## config.mk

```make
export PLATFORM = sky130hd
export DESIGN_NAME = t05_sram_arbiter_flat
export DESIGN_NICKNAME = d
export VERILOG_FILES = /design/src/rtl/t05_sram_arbiter_if.sv /design/src/rtl/t05_sram_arbiter.sv /design/src/flat_wrapper.sv
export SDC_FILE = /design/constraint.sdc
export NUM_CORES = 1
export LEC_CHECK = 0
export ABC_AREA = 1
export CORE_AREA = 2 2 196 198
export DETAILED_ROUTE_END_ITERATION = 12
export DIE_AREA = 0 0 198 200
export SYNTH_ARGS = -nofsm -noshare
export SYNTH_HDL_FRONTEND = slang
export SYNTH_SLANG_ARGS = --single-unit
```

## constraint.sdc

```tcl
create_clock -name clk -period 5.41 [get_ports clk]
set_input_delay 0.541 -clock clk [delete_from_list [all_inputs] [get_ports clk]]
set_output_delay 0.541 -clock clk [all_outputs]
set_load 0.05 [all_outputs]
```

## src/rtl/t05_sram_arbiter_if.sv

```systemverilog
// rtl/t05_sram_arbiter_if.sv - requester/SRAM bundle for t05_sram_arbiter
// Purpose: carries the per-requester request/response handshake and the
//   single wishbone SRAM master port shared by the requesters.
// Ports: per-requester fields are packed, slice i belongs to requester i.
//   master modport = arbiter view, slave modport = requesters + SRAM view.
interface t05_sram_arbiter_if #(
  parameter int NREQ = 5
);
  logic [NREQ-1:0]    req_valid;
  logic [NREQ-1:0]    req_we;
  logic [NREQ-1:0]    req_lock;
  logic [NREQ*32-1:0] req_addr;
  logic [NREQ*32-1:0] req_wdata;
  logic [NREQ*4-1:0]  req_sel;
  logic [NREQ-1:0]    req_ack;
  logic [NREQ-1:0]    req_err;
  logic [31:0]        rsp_rdata;
  logic               mem_wr_en;
  logic               mem_r_en;
  logic [31:0]        mem_addr;
  logic [31:0]        mem_wdata;
  logic [3:0]         mem_sel;
  logic               mem_busy;
  logic [31:0]        mem_rdata;
  logic [2:0]         grant_id;

  modport master (
    input  req_valid, req_we, req_lock, req_addr, req_wdata, req_sel,
    input  mem_busy, mem_rdata,
    output req_ack, req_err, rsp_rdata,
    output mem_wr_en, mem_r_en, mem_addr, mem_wdata, mem_sel, grant_id
  );

  modport slave (
    output req_valid, req_we, req_lock, req_addr, req_wdata, req_sel,
    output mem_busy, mem_rdata,
    input  req_ack, req_err, rsp_rdata,
    input  mem_wr_en, mem_r_en, mem_addr, mem_wdata, mem_sel, grant_id
  );
endinterface

```

## src/rtl/t05_sram_arbiter.sv

```systemverilog
// rtl/t05_sram_arbiter.sv - round-robin SRAM arbiter and transaction sequencer
// Purpose: grants one of NREQ requesters, issues a single-cycle read/write
//   strobe on the shared SRAM port, tracks the busy handshake with a timeout,
//   and returns read data with a one-cycle ack (err-qualified) to the grantee.
// Ports: clk, rst (async, active-high); bus (master modport) carries the
//   requester handshake, the SRAM master port and grant_id.
module t05_sram_arbiter #(
  parameter int          NREQ      = 5,
  parameter logic [31:0] ADDR_LO   = 32'h3300_0000,
  parameter logic [31:0] ADDR_HI   = 32'h3300_3FFC,
  parameter int          TIMEOUT   = 255,
  parameter int          MAX_BURST = 8
) (
  input logic                clk,
  input logic                rst,
  t05_sram_arbiter_if.master bus
);

  localparam int TW = $clog2(TIMEOUT + 2);
  localparam int BW = $clog2(MAX_BURST + 1);

  typedef enum logic [2:0] {
    IDLE       = 3'd0,
    ISSUE      = 3'd1,
    WAIT_START = 3'd2,
    WAIT_DONE  = 3'd3,
    RESP       = 3'd4
  } state_t;

  state_t        state_q, state_d;
  logic [2:0]    gnt_q, gnt_d;
  logic          we_q, we_d;
  logic [31:0]   addr_q, addr_d;
  logic [31:0]   wdata_q, wdata_d;
  logic [3:0]    sel_q, sel_d;
  logic          err_q, err_d;
  logic [31:0]   rdata_q, rdata_d;
  logic [2:0]    rr_q, rr_d;
  logic [BW-1:0] burst_q, burst_d;
  logic [TW-1:0] timer_q, timer_d;

  // Winner search: first pending requester at or above rr_q, wrapping.
  logic        win_found;
  logic [2:0]  win_idx;
  logic        win_we;
  logic [31:0] win_addr;
  logic [31:0] win_wdata;
  logic [3:0]  win_sel;
  int          cand;

  always_comb begin
    win_found = 1'b0;
    win_idx   = '0;
    cand      = 0;
    for (int k = 0; k < NREQ; k++) begin
      cand = int'(rr_q) + k;
      if (cand >= NREQ) cand = cand - NREQ;
      if (!win_found && bus.req_valid[3'(cand)]) begin
        win_found = 1'b1;
        win_idx   = 3'(cand);
      end
    end
  end

  always_comb begin
    win_we    = 1'b0;
    win_addr  = '0;
    win_wdata = '0;
    win_sel   = '0;
    for (int k = 0; k < NREQ; k++) begin
      if (win_idx == 3'(k)) begin
        win_we    = bus.req_we[k];
        win_addr  = bus.req_addr[32*k +: 32];
        win_wdata = bus.req_wdata[32*k +: 32];
        win_sel   = bus.req_sel[4*k +: 4];
      end
    end
  end

  logic addr_bad;
  assign addr_bad = (win_addr < ADDR_LO) || (win_addr > ADDR_HI) ||
                    (win_addr[1:0] != 2'b00);

  // The count after this cycle; >= so that a busy rising exactly at the
  // limit cannot step past the compare and hang in WAIT_DONE.
  logic [TW-1:0] timer_inc;
  logic          timed_out;
  assign timer_inc = timer_q + TW'(1);
  assign timed_out = (timer_inc >= TW'(TIMEOUT));

  always_comb begin
    state_d = state_q;
    gnt_d   = gnt_q;
    we_d    = we_q;
    addr_d  = addr_q;
    wdata_d = wdata_q;
    sel_d   = sel_q;
    err_d   = err_q;
    rdata_d = rdata_q;
    rr_d    = rr_q;
    burst_d = burst_q;
    timer_d = timer_q;
    case (state_q)
      IDLE: begin
        if (win_found && !bus.mem_busy) begin
          gnt_d   = win_idx;
          we_d    = win_we;
          addr_d  = win_addr;
          wdata_d = win_wdata;
          sel_d   = win_sel;
          err_d   = addr_bad;
          state_d = addr_bad ? RESP : ISSUE;
        end
      end
      ISSUE: begin
        timer_d = '0;
        state_d = WAIT_START;
      end
      WAIT_START: begin
        timer_d = timer_inc;
        if (bus.mem_busy) begin
          state_d = WAIT_DONE;
        end else if (timed_out) begin
          err_d   = 1'b1;
          state_d = RESP;
        end
      end
      WAIT_DONE: begin
        timer_d = timer_inc;
        if (!bus.mem_busy) begin
          if (!we_q) rdata_d = bus.mem_rdata;
          state_d = RESP;
        end else if (timed_out) begin
          err_d   = 1'b1;
          state_d = RESP;
        end
      end
      RESP: begin
        state_d = IDLE;
        // A locked grantee keeps the pointer for up to MAX_BURST grants;
        // any error response releases it.
        if (!err_q && bus.req_lock[gnt_q] && (int'(burst_q) < MAX_BURST - 1)) begin
          rr_d    = gnt_q;
          burst_d = burst_q + BW'(1);
        end else begin
          rr_d    = (int'(gnt_q) == NREQ - 1) ? 3'd0 : gnt_q + 3'd1;
          burst_d = '0;
        end
      end
      default: state_d = IDLE;
    endcase
  end

  always_ff @(posedge clk or posedge rst) begin
    if (rst) begin
      state_q <= IDLE;
      gnt_q   <= '0;
      we_q    <= 1'b0;
      addr_q  <= '0;
      wdata_q <= '0;
      sel_q   <= '0;
      err_q   <= 1'b0;
      rdata_q <= '0;
      rr_q    <= '0;
      burst_q <= '0;
      timer_q <= '0;
    end else begin
      state_q <= state_d;
      gnt_q   <= gnt_d;
      we_q    <= we_d;
      addr_q  <= addr_d;
      wdata_q <= wdata_d;
      sel_q   <= sel_d;
      err_q   <= err_d;
      rdata_q <= rdata_d;
      rr_q    <= rr_d;
      burst_q <= burst_d;
      timer_q <= timer_d;
    end
  end

  // Outputs decode from registered state so reset clears them at once.
  logic [NREQ-1:0] ack_vec;
  always_comb begin
    ack_vec = '0;
    if (state_q == RESP) ack_vec[gnt_q] = 1'b1;
  end

  assign bus.req_ack   = ack_vec;
  assign bus.req_err   = ack_vec & {NREQ{err_q}};
  assign bus.rsp_rdata = rdata_q;
  assign bus.mem_wr_en = (state_q == ISSUE) && we_q;
  assign bus.mem_r_en  = (state_q == ISSUE) && !we_q;
  assign bus.mem_addr  = addr_q;
  assign bus.mem_wdata = wdata_q;
  assign bus.mem_sel   = sel_q;
  assign bus.grant_id  = gnt_q;

endmodule

```

## src/flat_wrapper.sv

```systemverilog
// flat-port wrapper written by rule: the top's interface ports become plain ports
module t05_sram_arbiter_flat 
#(
  parameter int          NREQ      = 5,
  parameter logic [31:0] ADDR_LO   = 32'h3300_0000,
  parameter logic [31:0] ADDR_HI   = 32'h3300_3FFC,
  parameter int          TIMEOUT   = 255,
  parameter int          MAX_BURST = 8
)
  (clk, rst, bus_req_valid, bus_req_we, bus_req_lock, bus_req_addr, bus_req_wdata, bus_req_sel, bus_mem_busy, bus_mem_rdata, bus_req_ack, bus_req_err, bus_rsp_rdata, bus_mem_wr_en, bus_mem_r_en, bus_mem_addr, bus_mem_wdata, bus_mem_sel, bus_grant_id);
  t05_sram_arbiter_if #(.NREQ(NREQ)) bus_i ();
  input logic clk;
  input logic rst;
  input wire logic [$bits(bus_i.req_valid)-1:0] bus_req_valid;
  input wire logic [$bits(bus_i.req_we)-1:0] bus_req_we;
  input wire logic [$bits(bus_i.req_lock)-1:0] bus_req_lock;
  input wire logic [$bits(bus_i.req_addr)-1:0] bus_req_addr;
  input wire logic [$bits(bus_i.req_wdata)-1:0] bus_req_wdata;
  input wire logic [$bits(bus_i.req_sel)-1:0] bus_req_sel;
  input wire logic [$bits(bus_i.mem_busy)-1:0] bus_mem_busy;
  input wire logic [$bits(bus_i.mem_rdata)-1:0] bus_mem_rdata;
  output wire logic [$bits(bus_i.req_ack)-1:0] bus_req_ack;
  output wire logic [$bits(bus_i.req_err)-1:0] bus_req_err;
  output wire logic [$bits(bus_i.rsp_rdata)-1:0] bus_rsp_rdata;
  output wire logic [$bits(bus_i.mem_wr_en)-1:0] bus_mem_wr_en;
  output wire logic [$bits(bus_i.mem_r_en)-1:0] bus_mem_r_en;
  output wire logic [$bits(bus_i.mem_addr)-1:0] bus_mem_addr;
  output wire logic [$bits(bus_i.mem_wdata)-1:0] bus_mem_wdata;
  output wire logic [$bits(bus_i.mem_sel)-1:0] bus_mem_sel;
  output wire logic [$bits(bus_i.grant_id)-1:0] bus_grant_id;
  assign bus_i.req_valid = bus_req_valid;
  assign bus_i.req_we = bus_req_we;
  assign bus_i.req_lock = bus_req_lock;
  assign bus_i.req_addr = bus_req_addr;
  assign bus_i.req_wdata = bus_req_wdata;
  assign bus_i.req_sel = bus_req_sel;
  assign bus_i.mem_busy = bus_mem_busy;
  assign bus_i.mem_rdata = bus_mem_rdata;
  assign bus_req_ack = bus_i.req_ack;
  assign bus_req_err = bus_i.req_err;
  assign bus_rsp_rdata = bus_i.rsp_rdata;
  assign bus_mem_wr_en = bus_i.mem_wr_en;
  assign bus_mem_r_en = bus_i.mem_r_en;
  assign bus_mem_addr = bus_i.mem_addr;
  assign bus_mem_wdata = bus_i.mem_wdata;
  assign bus_mem_sel = bus_i.mem_sel;
  assign bus_grant_id = bus_i.grant_id;
  t05_sram_arbiter #(.NREQ(NREQ), .ADDR_LO(ADDR_LO), .ADDR_HI(ADDR_HI), .TIMEOUT(TIMEOUT), .MAX_BURST(MAX_BURST)) u_core (.clk(clk), .rst(rst), .bus(bus_i));
endmodule
```

==> results of run 1 <==
==> sequential cells by signal, indices dropped and copies added (netlist names) <==
register / cells
u_core.err_q: 1
u_core.burst_q: 4
u_core.bus.mem_sel: 4
u_core.bus.rsp_rdata: 32
u_core.bus.mem_wdata: 32
u_core.bus.mem_addr: 32
u_core.rr_q: 3
u_core.timer_q: 9
u_core.state_q: 3
u_core.we_q: 1
u_core.bus.grant_id: 3
==> stage by stage <==
stage / std cells / cell area, um^2
final: 2172 / 14800
after global routing: 2171 / 14800
after CTS: 2170 / 14800
after detailed placement: 2138 / 14100
after global placement: 2138 / 14100
after floorplan: 1179 / 8610
==> Yosys cell counts, types with 3 or more instances <==
library cell	instances	share of area
o2111ai_1	5	0.0051
buf_6	5	0.0065
o21ai_1	8	0.0047
mux2_2	32	0.042
nor2_4	4	0.0052
inv_2	8	0.0035
ha_1	13	0.019
a21oi_1	16	0.0093
inv_1	73	0.032
nand2_4	3	0.0039
nand4_1	98	0.071
nand3_2	3	0.0035
o21ai_0	84	0.049
nor2_1	61	0.027
dfrtp_1	124	0.36
nor2_2	4	0.0029
xor2_1	6	0.0061
nor3_1	12	0.0070
o22ai_1	18	0.013
buf_1	9	0.0039
nand2_1	337	0.15
clkbuf_1	33	0.014
nand2_2	8	0.0058
buf_4	8	0.0070
nand3_1	126	0.073
buf_2	20	0.012
a221oi_1	35	0.036
o211ai_1	3	0.0026
==> timing repair <==
item                       4_1_cts  5_1_grt
setup buffers                    0        0
gates resized for setup          0        2
setup endpoints to repair        0        1
==> kinds of logic (layout without fill, tap and decap cells) <==
family / count (synthesis) / count (layout) / share of synthesized area
flip-flops: 124 / 124 / 0.361
other: 0 / 2 / 0
AO/OA/AOI/OAI: 178 / 178 / 0.128
adder cells (fa/ha/maj): 14 / 14 / 0.0212
buffers and inverters: 159 / 639 / 0.0807
AND/OR/NAND/NOR: 664 / 664 / 0.358
multiplexers: 32 / 32 / 0.0419
XOR/XNOR: 8 / 8 / 0.00988
==> cell type report <==
class                   instances  area, um^2
repair buffers                523        5250
well taps                     511         639
clock inverters                13         213
diodes                          2        5.00
flip-flops and latches        124        3100
inverters                      84         330
clock buffers                  19         453
multi-input cells             896        4810
fillers                      3828       22600
==> worst min-delay path by stage <==
stage | startpoint | to | slack [ns] | cells after the start
4_1_cts | u_core.bus.mem_addr[28] | u_core.bus.mem_addr[28] | 0.48 | 2
3_3_place_gp | u_core.bus.mem_addr[2] | u_core.bus.mem_addr[2] | 0.46 | 2
3_5_place_dp | u_core.bus.mem_addr[28] | u_core.bus.mem_addr[28] | 0.47 | 2
6_report | u_core.bus.mem_addr[28] | u_core.bus.mem_addr[28] | 0.48 | 2
5_1_grt | u_core.bus.mem_addr[28] | u_core.bus.mem_addr[28] | 0.49 | 2
2_1_floorplan | u_core.burst_q[3] | u_core.burst_q[3] | 0.45 | 2
==> tightest hold or removal path: stages (launching register included) <==
cell,delay (ns)
dfrtp_1,0.34
nand2_1,0.05
nand2_1,0.05
==> layer usage <==
metal,up-vias,global-route usage,wire length [um]
met5,-,0,0
met4,0,0.0693,1230
met3,74,0.0546,3130
met2,445,0.340,20600
met1,4869,0.241,16500
li1,5024,-,-
==> results_dict.tcl, run 1 <==
set metrics [dict create \
    worst_slew_pin_slew_ns 0.750 \
    drt-total-wl_mm 41.4 \
    period_minus_slack_ns 4.77 \
    drive_gt1_frac 0.0747 \
    slowest_delay_ns 0.77 \
    final_max_slew_viol_count 0 \
    period_share 0.882 \
    final_cell_mix "clkdlybuf4s50_1 (504), nand2_1 (337), nand3_1 (126)" \
    dieWidth_um 198 \
    path_common_cell "nand2_1" \
    ant_nets 0 \
    cts_tree "built" \
    cts_root_buf "clkbuf_16" \
    holdWs_ns 0.477 \
    cts_buffers 17 \
    mostFrequentLayoutCell "clkdlybuf4s50_1" \
    max-clock-path-buffers 2 \
    ys.flop_type "dfrtp_1" \
    required_ns 5.70 \
    htree_levels 4 \
    drt_pass1_iterations 6 \
    avgSynthCellArea_um2 7.30 \
    io_pins 505 \
    wl_per_cell_um 19.1 \
    clkLatencyLatePin_ns 0.43 \
    slew_headroom 0.500 \
    yosys_warnings 0 \
    max_cap_viol_count 0 \
    critPathSlowestCell "dfrtp_1" \
    hold_path.class "reg2reg" \
    io_buffers 504 \
    reg2reg_from "u_core.rr_q[0]" \
    clk_pin_slew_ns 0.06 \
    start_util 0.230 \
    rsz0062_at_grt "no" \
    grtUsageTotal 0.199 \
    fp.dieH_um 200 \
    core_area_um2 37400 \
    syn_nets 1583 \
    async_flop_share 1.00 \
    area_growth_syn_to_layout_pct 72.0 \
    critPathTopFamily "simple AND/OR/NAND/NOR gates" \
    rrSetupSlack_ns 0.64 \
    fin_ws_ns 0.641 \
    drtIter0Drc 568 \
    path_max_fanout 40 \
    gp_congestion 0.891 \
    hold_viol_final 0 \
    grt_pass1_vias 10122 \
    grt_pass1_wl_mm 59.2 \
    vias 10412 \
    synth_edf_count 0 \
    cp_num_buf_inv 4 \
    finalSetupTns_ns 0 \
    end_kind "flip-flop" \
    skew_ns 0.0120 \
    synth_cell_types 45 \
    startpoint "u_core.rr_q[0]" \
    hpwl_mm 32.9 \
    ctsHoldBuffers 0 \
    crit_end "u_core.err_q" \
    syn_inst 1179 \
    post-place-ws_ns 0.500 \
    cp-start-kind "flip-flop" \
    grt_max_degree 103 \
    dieArea_um2 39600 \
    core.rowCount 71 \
    setup_violations 0 \
    cp.arrival_ns 5.06 \
    status "finished, final reports clean" \
    syn-cell-area_um2 8610 \
    post-route-drc-count 0 \
    clock_sinks 124 \
    reg2reg_depth 26 \
    antenna_found_initial 2 \
    yosysSeqAreaShare 0.361 \
    r2r-end "u_core.err_q" \
    clock.fmax_mhz 210 \
    overflow 0 \
    criticalPathCategory "reg2reg" \
    path_depth 26 \
    final_nets 2050 \
    synth_seq_cells 124 \
    utilization 0.396 \
    via_per_inst 4.79 \
]
Power of run 1 is not shown: default switching activity piles up to over one toggle a cycle in this logic, so the estimate is an artifact.
==> run 2, diff against run 1 <==
--- a/config.mk
+++ b/config.mk
@@ -6,9 +6,9 @@
 export NUM_CORES = 1
 export LEC_CHECK = 0
 export ABC_AREA = 1
-export CORE_AREA = 2 2 196 198
+export CORE_AREA = 4 4 192 194
 export DETAILED_ROUTE_END_ITERATION = 12
-export DIE_AREA = 0 0 198 200
+export DIE_AREA = 0 0 196 198
 export SYNTH_ARGS = -nofsm -noshare
 export SYNTH_HDL_FRONTEND = slang
 export SYNTH_SLANG_ARGS = --single-unit
==> run 2 against run 1 <==
Against the previous run: sequential share of layout area up 0.16 points; sequential cell count unchanged; worst hold slack better by 0.0053 ns; clock skew up 0.0037 ns; core utilization up 2.1 points; die area down 2.0%; non-clock buffer count unchanged; count of clock-buffer cells in the layout down 2; register-to-register slack better by 0.07 ns; first-iteration DRC count up 8.6%; via count up 0.15%; critical endpoint unchanged; largest cell class unchanged.
==> results_dict.tcl, run 2 (synthesis results as in run 1) <==
set metrics [dict create \
    status "finished, final reports clean" \
    path_max_fanout 38 \
    drive_gt1_frac 0.0747 \
    hpwl_mm 33.9 \
    post-route-drc-count 0 \
    clk_pin_slew_ns 0.06 \
    cp.arrival_ns 4.99 \
    reg2reg_depth 30 \
    mostFrequentLayoutCell "clkdlybuf4s50_1" \
    clkLatencyLatePin_ns 0.42 \
    period_minus_slack_ns 4.70 \
    slew_headroom 0.452 \
    max_cap_viol_count 0 \
    end_kind "flip-flop" \
    hold_viol_final 0 \
    fin_cells 2121 \
    period_share 0.869 \
    rsz0062_at_grt "no" \
    grtUsageTotal 0.206 \
    area_growth_syn_to_layout_pct 70.8 \
    hold_path.class "reg2reg" \
    required_ns 5.69 \
    io_pins 505 \
    antenna_found_initial 2 \
    path_common_cell "nand2_1" \
    fp.dieH_um 198 \
    dieWidth_um 196 \
    start_util 0.244 \
    grt_max_degree 82 \
    gp_congestion 0.913 \
    postCtsSetupRepairBufs 0 \
    setup_violations 0 \
    io_buffers 504 \
    skew_ns 0.0157 \
    final_nets 2050 \
    cp-start-kind "flip-flop" \
    vias 10428 \
    cts_tree "built" \
    grt_pass1_vias 10271 \
    critPathSlowestCell "inv_2" \
    slowest_delay_ns 0.57 \
    holdWs_ns 0.483 \
    final_cell_mix "clkdlybuf4s50_1 (504), nand2_1 (337), nand3_1 (126)" \
    drt-total-wl_mm 42.8 \
    via_per_inst 4.92 \
    finalSetupTns_ns 0 \
    max-clock-path-buffers 2 \
    cts_root_buf "clkbuf_16" \
    core_area_um2 35200 \
    ant_nets 0 \
    overflow 0 \
    htree_levels 4 \
    dpl_cell_area_um2 14100 \
    final_max_slew_viol_count 0 \
    post_cts_resized 0 \
    criticalPathCategory "reg2reg" \
    worst_slew_pin_slew_ns 0.822 \
    drtIter0Drc 617 \
    clock.fmax_mhz 213 \
    wl_per_cell_um 20.2 \
    dp.cells 2088 \
    design_area_um2 14700 \
    ctsHoldBuffers 0 \
    hold_depth 2 \
    cts_buffers 17 \
    grt_pass1_wl_mm 61.8 \
    clock_sinks 124 \
    core.rowCount 69 \
    drt_pass1_iterations 5 \
    dieArea_um2 38800 \
]
==> run 2: cell count changes in the layout (fill, tap and decap cells not counted), sizes merged <==
cell      previous run  this run
clkinvlp             0         2
clkinv               9         5
diode                2         1
inv                 83        88
clkbuf              19        17
bufinv               5         4
==> run 2: critical path: cells and delay by family, from the launching register on <==
family / cells / cell delay [ns]
AO/OA/AOI/OAI: 1 / 0.06
adder cells (fa/ha/maj): 2 / 0.58
AND/OR/NAND/NOR: 22 / 2.52
flip-flops: 1 / 0.43
buffers and inverters: 5 / 0.97
==> run 2: metal layers <==
layer	vias to the layer above	share of wire	GRT usage
met4	2	0.017	0.0390
li1	5029	-	-
met3	45	0.075	0.0512
met5	-	0.00030	0
met1	4912	0.39	0.251
met2	440	0.51	0.372
==> run 2: final timing paths <==
check / from / endpoint / slack [ns]
hold reg to reg: u_core.bus.mem_wdata[13] / u_core.bus.mem_wdata[13] / 0.48
max in group asynchronous: rst / u_core.bus.rsp_rdata[3] / 3.62
setup reg to reg: u_core.rr_q[0] / u_core.err_q / 0.71
min in group asynchronous: rst / u_core.bus.mem_wdata[0] / 0.65
hold / removal: u_core.bus.mem_wdata[13] / u_core.bus.mem_wdata[13] / 0.48
setup / recovery: u_core.rr_q[0] / u_core.err_q / 0.71
==> run 2: cell type report <==
| type | count | area [um^2] |
|---|---|---|
| diodes | 1 | 2.50 |
| clock buffers | 17 | 425 |
| clock inverters | 15 | 209 |
| fillers | 3639 | 20500 |
| inverters | 84 | 328 |
| multi-input cells | 896 | 4810 |
| flip-flops and latches | 124 | 3100 |
| well taps | 461 | 577 |
| repair buffers | 523 | 5240 |
==> run 2: per-stage QoR <==
stage,util,setup WS (ns)
6_report,0.417,0.709
3_3_place_gp,0.399,0.766
3_5_place_dp,0.399,0.637
4_1_cts,0.417,0.623
2_1_floorplan,-,1.57
5_1_grt,0.417,0.209
Power of run 2 is left out for the same reason.
